--- src/rtl/tl_pkg.sv ---
// tl_pkg: shared phase, lamp-pattern, fault-code and monitor-state definitions
package tl_pkg;

    // Decoded phase encodings
    localparam logic [1:0] P0 = 2'd0;
    localparam logic [1:0] P1 = 2'd1;
    localparam logic [1:0] P2 = 2'd2;
    localparam logic [1:0] P3 = 2'd3;

    // Lamp vector order is {x1, v1, d1, x2, v2, d2}
    localparam logic [5:0] LAMP_P0 = 6'b100001;
    localparam logic [5:0] LAMP_P1 = 6'b010001;
    localparam logic [5:0] LAMP_P2 = 6'b001100;
    localparam logic [5:0] LAMP_P3 = 6'b001010;

    // Fault codes; only the first one seen is latched
    localparam logic [2:0] FC_NONE    = 3'd0;
    localparam logic [2:0] FC_ILLEGAL = 3'd1;
    localparam logic [2:0] FC_SEQ     = 3'd2;
    localparam logic [2:0] FC_SHORT   = 3'd3;
    localparam logic [2:0] FC_LONG    = 3'd4;

    typedef enum logic [1:0] {S_SYNC, S_TRACK, S_FAULT} state_t;

endpackage

--- src/rtl/traffic_light_monitor_if.sv ---
// traffic_light_monitor_if: lamp lines in, decoded phase, countdown and fault status out
interface traffic_light_monitor_if #(
    parameter int CW = 8
);
    logic          tick;
    logic          x1;
    logic          v1;
    logic          d1;
    logic          x2;
    logic          v2;
    logic          d2;
    logic          clr_fault;
    logic [1:0]    phase;
    logic          phase_valid;
    logic [CW-1:0] remain1;
    logic [CW-1:0] remain2;
    logic          fault;
    logic [2:0]    fault_code;

    modport master (
        output tick, x1, v1, d1, x2, v2, d2, clr_fault,
        input  phase, phase_valid, remain1, remain2, fault, fault_code
    );

    modport slave (
        input  tick, x1, v1, d1, x2, v2, d2, clr_fault,
        output phase, phase_valid, remain1, remain2, fault, fault_code
    );
endinterface

--- src/rtl/tl_phase_decode.sv ---
// tl_phase_decode: maps a 6-bit lamp vector onto a phase and a legal flag
module tl_phase_decode
    import tl_pkg::*;
(
    input  logic [5:0] i_lamp,
    output logic [1:0] o_phase,
    output logic       o_legal
);
    // Exact pattern compare; anything not matching one of the four phases is illegal
    always_comb begin
        o_phase = (i_lamp == LAMP_P1) ? P1 : (i_lamp == LAMP_P2) ? P2 : (i_lamp == LAMP_P3) ? P3 : P0;
        o_legal = (i_lamp == LAMP_P0) || (i_lamp == LAMP_P1) || (i_lamp == LAMP_P2) || (i_lamp == LAMP_P3);
    end
endmodule

--- src/rtl/traffic_light_monitor.sv ---
// traffic_light_monitor: checks lamp sequence and phase timing, drives per-direction countdowns
module traffic_light_monitor
    import tl_pkg::*;
#(
    parameter int T_GREEN  = 16,
    parameter int T_YELLOW = 6,
    parameter int CW       = 8
) (
    input  logic                   clk,
    input  logic                   rs,
    traffic_light_monitor_if.slave bus
);
    localparam logic [CW-1:0] EXP_G = CW'(T_GREEN);
    localparam logic [CW-1:0] EXP_Y = CW'(T_YELLOW);
    localparam logic [CW-1:0] B_G   = CW'(T_GREEN - 1);
    localparam logic [CW-1:0] B_Y   = CW'(T_YELLOW - 1);
    localparam logic [CW-1:0] B_GY  = CW'(T_GREEN + T_YELLOW - 1);

    state_t        r_state;
    logic [5:0]    r_lamp;
    logic          r_lamp_vld;
    logic          r_seen;
    logic          r_cnt_en;
    logic          r_valid;
    logic          r_fault;
    logic [1:0]    r_phase;
    logic [2:0]    r_code;
    logic [CW-1:0] r_dwell;

    logic [1:0]    w_phase;
    logic          w_legal;
    logic          w_illegal;
    logic          w_change;
    logic [CW-1:0] w_exp;
    logic [CW-1:0] w_b1;
    logic [CW-1:0] w_b2;
    logic [2:0]    w_trk_code;
    logic [2:0]    w_new_code;

    tl_phase_decode u_dec (
        .i_lamp  (r_lamp),
        .o_phase (w_phase),
        .o_legal (w_legal)
    );

    // Fault detection: dwell is judged before successor on a change; illegal lamps outrank both
    always_comb begin
        w_illegal  = r_lamp_vld && !w_legal;
        w_change   = w_phase != r_phase;
        w_exp      = r_phase[0] ? EXP_Y : EXP_G;
        w_trk_code = !w_change ? ((bus.tick && r_dwell == w_exp) ? FC_LONG : FC_NONE)
                   : (r_dwell < w_exp - CW'(1)) ? FC_SHORT
                   : (w_phase != r_phase + 2'd1) ? FC_SEQ : FC_NONE;
        w_new_code = w_illegal ? FC_ILLEGAL : (r_state == S_TRACK) ? w_trk_code : FC_NONE;
        w_b1       = (r_phase == P0) ? B_G : (r_phase == P2) ? B_GY : B_Y;
        w_b2       = (r_phase == P0) ? B_GY : (r_phase == P2) ? B_G : B_Y;
    end

    assign bus.phase       = r_phase;
    assign bus.phase_valid = r_valid;
    assign bus.fault       = r_fault;
    assign bus.fault_code  = r_code;
    assign bus.remain1     = (r_cnt_en && w_b1 > r_dwell) ? w_b1 - r_dwell : '0;
    assign bus.remain2     = (r_cnt_en && w_b2 > r_dwell) ? w_b2 - r_dwell : '0;

    // Monitor FSM: a new fault beats clr_fault; in FAULT phase/dwell stay frozen so the countdown holds
    always_ff @(posedge clk) begin
        if (rs) begin
            r_state    <= S_SYNC;
            r_lamp     <= '0;
            r_lamp_vld <= 1'b0;
            r_seen     <= 1'b0;
            r_cnt_en   <= 1'b0;
            r_valid    <= 1'b0;
            r_fault    <= 1'b0;
            r_phase    <= P0;
            r_code     <= FC_NONE;
            r_dwell    <= '0;
        end else begin
            r_lamp     <= {bus.x1, bus.v1, bus.d1, bus.x2, bus.v2, bus.d2};
            r_lamp_vld <= 1'b1;
            if (w_new_code != FC_NONE && (r_state != S_FAULT || bus.clr_fault)) begin
                r_state <= S_FAULT;
                r_code  <= w_new_code;
                r_fault <= 1'b1;
                r_valid <= 1'b0;
            end else if (bus.clr_fault) begin
                r_state  <= S_SYNC;
                r_code   <= FC_NONE;
                r_fault  <= 1'b0;
                r_valid  <= 1'b0;
                r_seen   <= 1'b0;
                r_cnt_en <= 1'b0;
                r_dwell  <= '0;
            end else if (r_state == S_SYNC) begin
                if (w_legal) begin
                    r_phase <= w_phase;
                    r_seen  <= 1'b1;
                    if (r_seen && w_change) begin
                        r_state  <= S_TRACK;
                        r_valid  <= 1'b1;
                        r_cnt_en <= 1'b1;
                        r_dwell  <= '0;
                    end
                end
            end else if (r_state == S_TRACK) begin
                if (w_change) begin
                    r_phase <= w_phase;
                    r_dwell <= '0;
                end else if (bus.tick) begin
                    r_dwell <= r_dwell + CW'(r_dwell != '1);
                end
            end
        end
    end
endmodule

--- src/flat_wrapper.sv ---
// flat-port wrapper written by rule: the top's interface ports become plain ports
module traffic_light_monitor_flat import tl_pkg::*;
#(
    parameter int T_GREEN  = 16,
    parameter int T_YELLOW = 6,
    parameter int CW       = 8
)
  (clk, rs, bus_tick, bus_x1, bus_v1, bus_d1, bus_x2, bus_v2, bus_d2, bus_clr_fault, bus_phase, bus_phase_valid, bus_remain1, bus_remain2, bus_fault, bus_fault_code);
  traffic_light_monitor_if #(.CW(CW)) bus_i ();
  input  logic clk;
  input  logic rs;
  input wire logic [$bits(bus_i.tick)-1:0] bus_tick;
  input wire logic [$bits(bus_i.x1)-1:0] bus_x1;
  input wire logic [$bits(bus_i.v1)-1:0] bus_v1;
  input wire logic [$bits(bus_i.d1)-1:0] bus_d1;
  input wire logic [$bits(bus_i.x2)-1:0] bus_x2;
  input wire logic [$bits(bus_i.v2)-1:0] bus_v2;
  input wire logic [$bits(bus_i.d2)-1:0] bus_d2;
  input wire logic [$bits(bus_i.clr_fault)-1:0] bus_clr_fault;
  output wire logic [$bits(bus_i.phase)-1:0] bus_phase;
  output wire logic [$bits(bus_i.phase_valid)-1:0] bus_phase_valid;
  output wire logic [$bits(bus_i.remain1)-1:0] bus_remain1;
  output wire logic [$bits(bus_i.remain2)-1:0] bus_remain2;
  output wire logic [$bits(bus_i.fault)-1:0] bus_fault;
  output wire logic [$bits(bus_i.fault_code)-1:0] bus_fault_code;
  assign bus_i.tick = bus_tick;
  assign bus_i.x1 = bus_x1;
  assign bus_i.v1 = bus_v1;
  assign bus_i.d1 = bus_d1;
  assign bus_i.x2 = bus_x2;
  assign bus_i.v2 = bus_v2;
  assign bus_i.d2 = bus_d2;
  assign bus_i.clr_fault = bus_clr_fault;
  assign bus_phase = bus_i.phase;
  assign bus_phase_valid = bus_i.phase_valid;
  assign bus_remain1 = bus_i.remain1;
  assign bus_remain2 = bus_i.remain2;
  assign bus_fault = bus_i.fault;
  assign bus_fault_code = bus_i.fault_code;
  traffic_light_monitor #(.T_GREEN(T_GREEN), .T_YELLOW(T_YELLOW), .CW(CW)) u_core (.clk(clk), .rs(rs), .bus(bus_i));
endmodule
--- config.mk ---
export PLATFORM = sky130hd
export DESIGN_NAME = traffic_light_monitor_flat
export DESIGN_NICKNAME = d
export VERILOG_FILES = /design/src/rtl/tl_pkg.sv /design/src/rtl/traffic_light_monitor_if.sv /design/src/rtl/tl_phase_decode.sv /design/src/rtl/traffic_light_monitor.sv /design/src/flat_wrapper.sv
export SDC_FILE = /design/constraint.sdc
export NUM_CORES = 1
export LEC_CHECK = 0
export ABC_AREA = 0
export BUFFER_PORTS_ARGS = -buffer_cell sky130_fd_sc_hd__clkbuf_2
export CAP_MARGIN = 20
export CORE_MARGIN = 8
export CORE_UTILIZATION = 56
export DETAILED_ROUTE_END_ITERATION = 7
export HOLD_SLACK_MARGIN = 0.03
export PLACE_DENSITY = 0.8
export SLEW_MARGIN = 20
export SYNTH_ARGS = -nofsm -noshare
export SYNTH_HDL_FRONTEND = slang
export SYNTH_SLANG_ARGS = --single-unit
--- constraint.sdc ---
create_clock -name clk -period 2.95 [get_ports clk]
set_input_delay 0 -clock clk [delete_from_list [all_inputs] [get_ports clk]]
set_output_delay 0 -clock clk [all_outputs]
set_load 0.01 [all_outputs]
==> results.sh <==
export IMPL_p_seq_frac=0.589
export IMPL_yosys_area_share_simple=0.3003
export IMPL_status="finished clean"
export IMPL_gp_congestion=0.8764
export IMPL_vdd_ir_drop_worst_mv=0.2418
export IMPL_syn_inst=221
export IMPL_fin_setup_tns_ns=0
export IMPL_min_from="rs"
export IMPL_ys_flop_type="dfxtp_1"
export IMPL_grt_antenna_before_repair=0
export IMPL_die_w_microns=73.21
export IMPL_cp_max_fo=6
export IMPL_fin_worst_skew_ns=0.01720
export IMPL_seq_area_frac_synth=0.2730
export IMPL_rows=20
export IMPL_wirelength_mm=4.247
export IMPL_fill_cells=281
export IMPL_gr_total_overflow=0
export IMPL_drt_iter0_markers=86
export IMPL_port_buffer_count=30
export IMPL_crit_type="flip-flop to primary output"
export IMPL_rsz0062_at_grt="false"
export IMPL_synth_adder_area_share=0.09556
export IMPL_clock_sinks=25
export IMPL_crit_required_ns=2.95
export IMPL_num_vias=1712
export IMPL_area_growth_pct=14.68
export IMPL_insertion_delay_ns=0.33
export IMPL_crit_path_end_kind="primary output"
export IMPL_max_freq_mhz=367.5
export IMPL_synth_cell_types=56
export IMPL_grt_usage=0.1617
export IMPL_finalSetupViolations=0
export IMPL_p_per_area_mw_per_mm2=286.7
export IMPL_cts_buffers_inserted=3
export IMPL_initial_core_util=0.5955
export IMPL_swShare=0.2746
export IMPL_p_leak_nw=0.8781
export IMPL_die_area_sq_mm=0.005360
export IMPL_hold_viol=0
export IMPL_ant_nets=0
export IMPL_hpwl_mm=3.243
export IMPL_fin_area_sq_mm=0.002102
export IMPL_syn_area_per_cell_sq_um=8.294
export IMPL_clock_path_buffers=2
export IMPL_dp_slack_ns=0.2986
export IMPL_p_comb_frac=0.144
export IMPL_ys_ff_latch=25
export IMPL_nets=279
export IMPL_synth_compound_area_frac=0.1952
export IMPL_synth_mux_area_frac=0.01365
export IMPL_syn_cell_area_sq_mm=0.001833
export IMPL_cts_setup_buffers=0
export IMPL_fin_ws_ns=0.2287
export IMPL_pwr_share_clk=0.267
export IMPL_wl_per_cell_microns=14.25
export IMPL_async_flop_share=0
export IMPL_remaining_drc_errors=0
export IMPL_synthXorXnorAreaFrac=0.05734
export IMPL_synth_edff_count=0
export IMPL_reg2reg_from="u_core.r_lamp[0]"
export IMPL_worst_setup_path_start_kind="flip-flop"
export IMPL_fin_crit_sh=0.9225
export IMPL_min_path_type="input pin to flip-flop"
export IMPL_cts_root_buf="clkbuf_4"
export IMPL_synth_area_leaders="dfxtp_1, ha_1, a21oi_1"
export IMPL_dpl_instance_area_sq_mm=0.002002
export IMPL_yosys_area_top_type="dfxtp_1"
export IMPL_synth_top_family_by_area="simple AND/OR/NAND/NOR gates"
export IMPL_worstPathArrival_ns=2.72
export IMPL_slowest_stage="dfxtp_1"
export IMPL_ctsResizeCount=0
export IMPL_cp_slowest_stage_delay_ns=0.53
export IMPL_multiInputGateArea_sq_mm=0.001221
export IMPL_cts_tree="yes"
export IMPL_core_sq_mm=0.003078
export IMPL_htreeDepth=1
export IMPL_grt_max_degree=24
export IMPL_internal_power_mw=0.4372
export IMPL_dr_pass1_iters=4
export IMPL_drv_slew=0
export IMPL_die_y_microns=73.21
export IMPL_io_pins=33
export IMPL_synth_top_area_share=0.2730
export IMPL_grt_pass1_vias=1612
export IMPL_drive_gt1_frac=0.2047
export IMPL_p_sw_mw=0.1655
export IMPL_clk_pin_slew_ns=0.15
export IMPL_seq_area_sq_um=500.5
export IMPL_grt_first_pass_wirelength_mm=7.093
export IMPL_antenna_cells=0
export IMPL_synth_common_cells="dfxtp_1, nor2_1, nand2_1, a21oi_1"
export IMPL_via_per_inst=5.745
export IMPL_maxCapViolCount=0
export IMPL_worstPathCellList="inv_1 > ha_1 > ha_1 > a21oi_1 > inv_1 > a21oi_1 > or3_1 > nor3_1 > clkbuf_2"
export IMPL_yosys_cell_count_top_type="dfxtp_1"
export IMPL_crit_start="u_core.bus.phase[0]"
export IMPL_fin_crit_ns=2.721
export IMPL_yosysWarnings=0
## critical path: cells and delay by family, from the launching register on
kind                     cells  cell delay (ns)
buffers and inverters        3             0.38
flip-flops                   1             0.53
AO/OA/AOI/OAI                2             0.18
AND/OR/NAND/NOR              2             0.68
adder cells (fa/ha/maj)      2             0.63
## cell usage in the layout, fill, tap and decap left out, types with 6 or more instances in the layout
cell           netlist  routed
a21oi_1             15      15
nor2_1              19      19
ha_1                14      14
nand2_1             16      16
nand3_1             14      14
dfxtp_1             25      25
nor3_1              13      13
clkbuf_2             0      30
inv_1               14      14
nor2b_1             11      11
o21ai_0              6       6
dlygate4sd3_1        0       7
## stage by stage
stage	hold slack (ns)	instances	util	total power, mW
after detailed placement	0.2136	287	0.6504	0.4413
after floorplan	0.09662	222	-	0.4224
after global placement	0.2090	287	0.6504	0.4395
after global routing	0.1799	298	0.6829	0.6270
after CTS	0.1519	298	0.6829	0.6060
final	0.1572	298	0.6829	0.6028
## cells by family after synthesis
kind of cell,after synthesis
simple gates,100
compound gates,44
buf+inv,26
flops,25
fa+ha+maj,14
xor+xnor,9
mux,2
other cells,1
## repair_timing
action,in CTS,in global routing
setup endpoints to repair,0,0
hold buffers,7,0
hold endpoints to repair,7,0
## registers in the layout, summed over array words and instances (netlist names)
register / cells
u_core.bus.phase: 2
u_core.r_state: 1
u_core.r_lamp: 6
u_core.bus.fault: 1
u_core.bus.fault_code: 3
u_core.r_seen: 1
u_core.r_cnt_en: 1
u_core.bus.phase_valid: 1
u_core.r_lamp_vld: 1
u_core.r_dwell: 8
## final timing paths
| path | cells after the start | slack [ns] | endpoint |
|---|---|---|---|
| setup / recovery | 9 | 0.23 | bus_remain1[3] |
| hold / removal | 2 | 0.16 | u_core.r_dwell[1] |
| setup reg to reg | 7 | 0.24 | u_core.r_dwell[2] |
| hold reg to reg | 2 | 0.50 | u_core.bus.fault_code[2] |
## metal layers
metal  global-route usage  wire length, microns  share of wire  vias up
li1                     -                     -              -      861
met1               0.1924                  1905           0.45      781
met2               0.2810                  1985           0.47       64
met3              0.03159                   307          0.072        6
met4              0.05111                    48          0.011        0
met5                    0                     0              0        -
## power by group through the flow
stage	logic [mW]	registers, mW	clock network [mW]
final	0.0870	0.355	0.161
after global routing	0.0945	0.356	0.176
after CTS	0.0865	0.355	0.165
after detailed placement	0.0790	0.362	0
after global placement	0.0776	0.362	0
after floorplan	0.0608	0.362	0
## final cells by class
| class | instances | area share |
|---|---|---|
| sequential | 25 | 0.2381 |
| clock buffer | 3 | 0.01071 |
| multi-input combinational | 171 | 0.5810 |
| tap | 44 | 0.02619 |
| clock inverter | 1 | 0.003571 |
| timing repair buffer | 40 | 0.1155 |
| inverter | 14 | 0.02500 |
(Power assumes the default switching activity.)
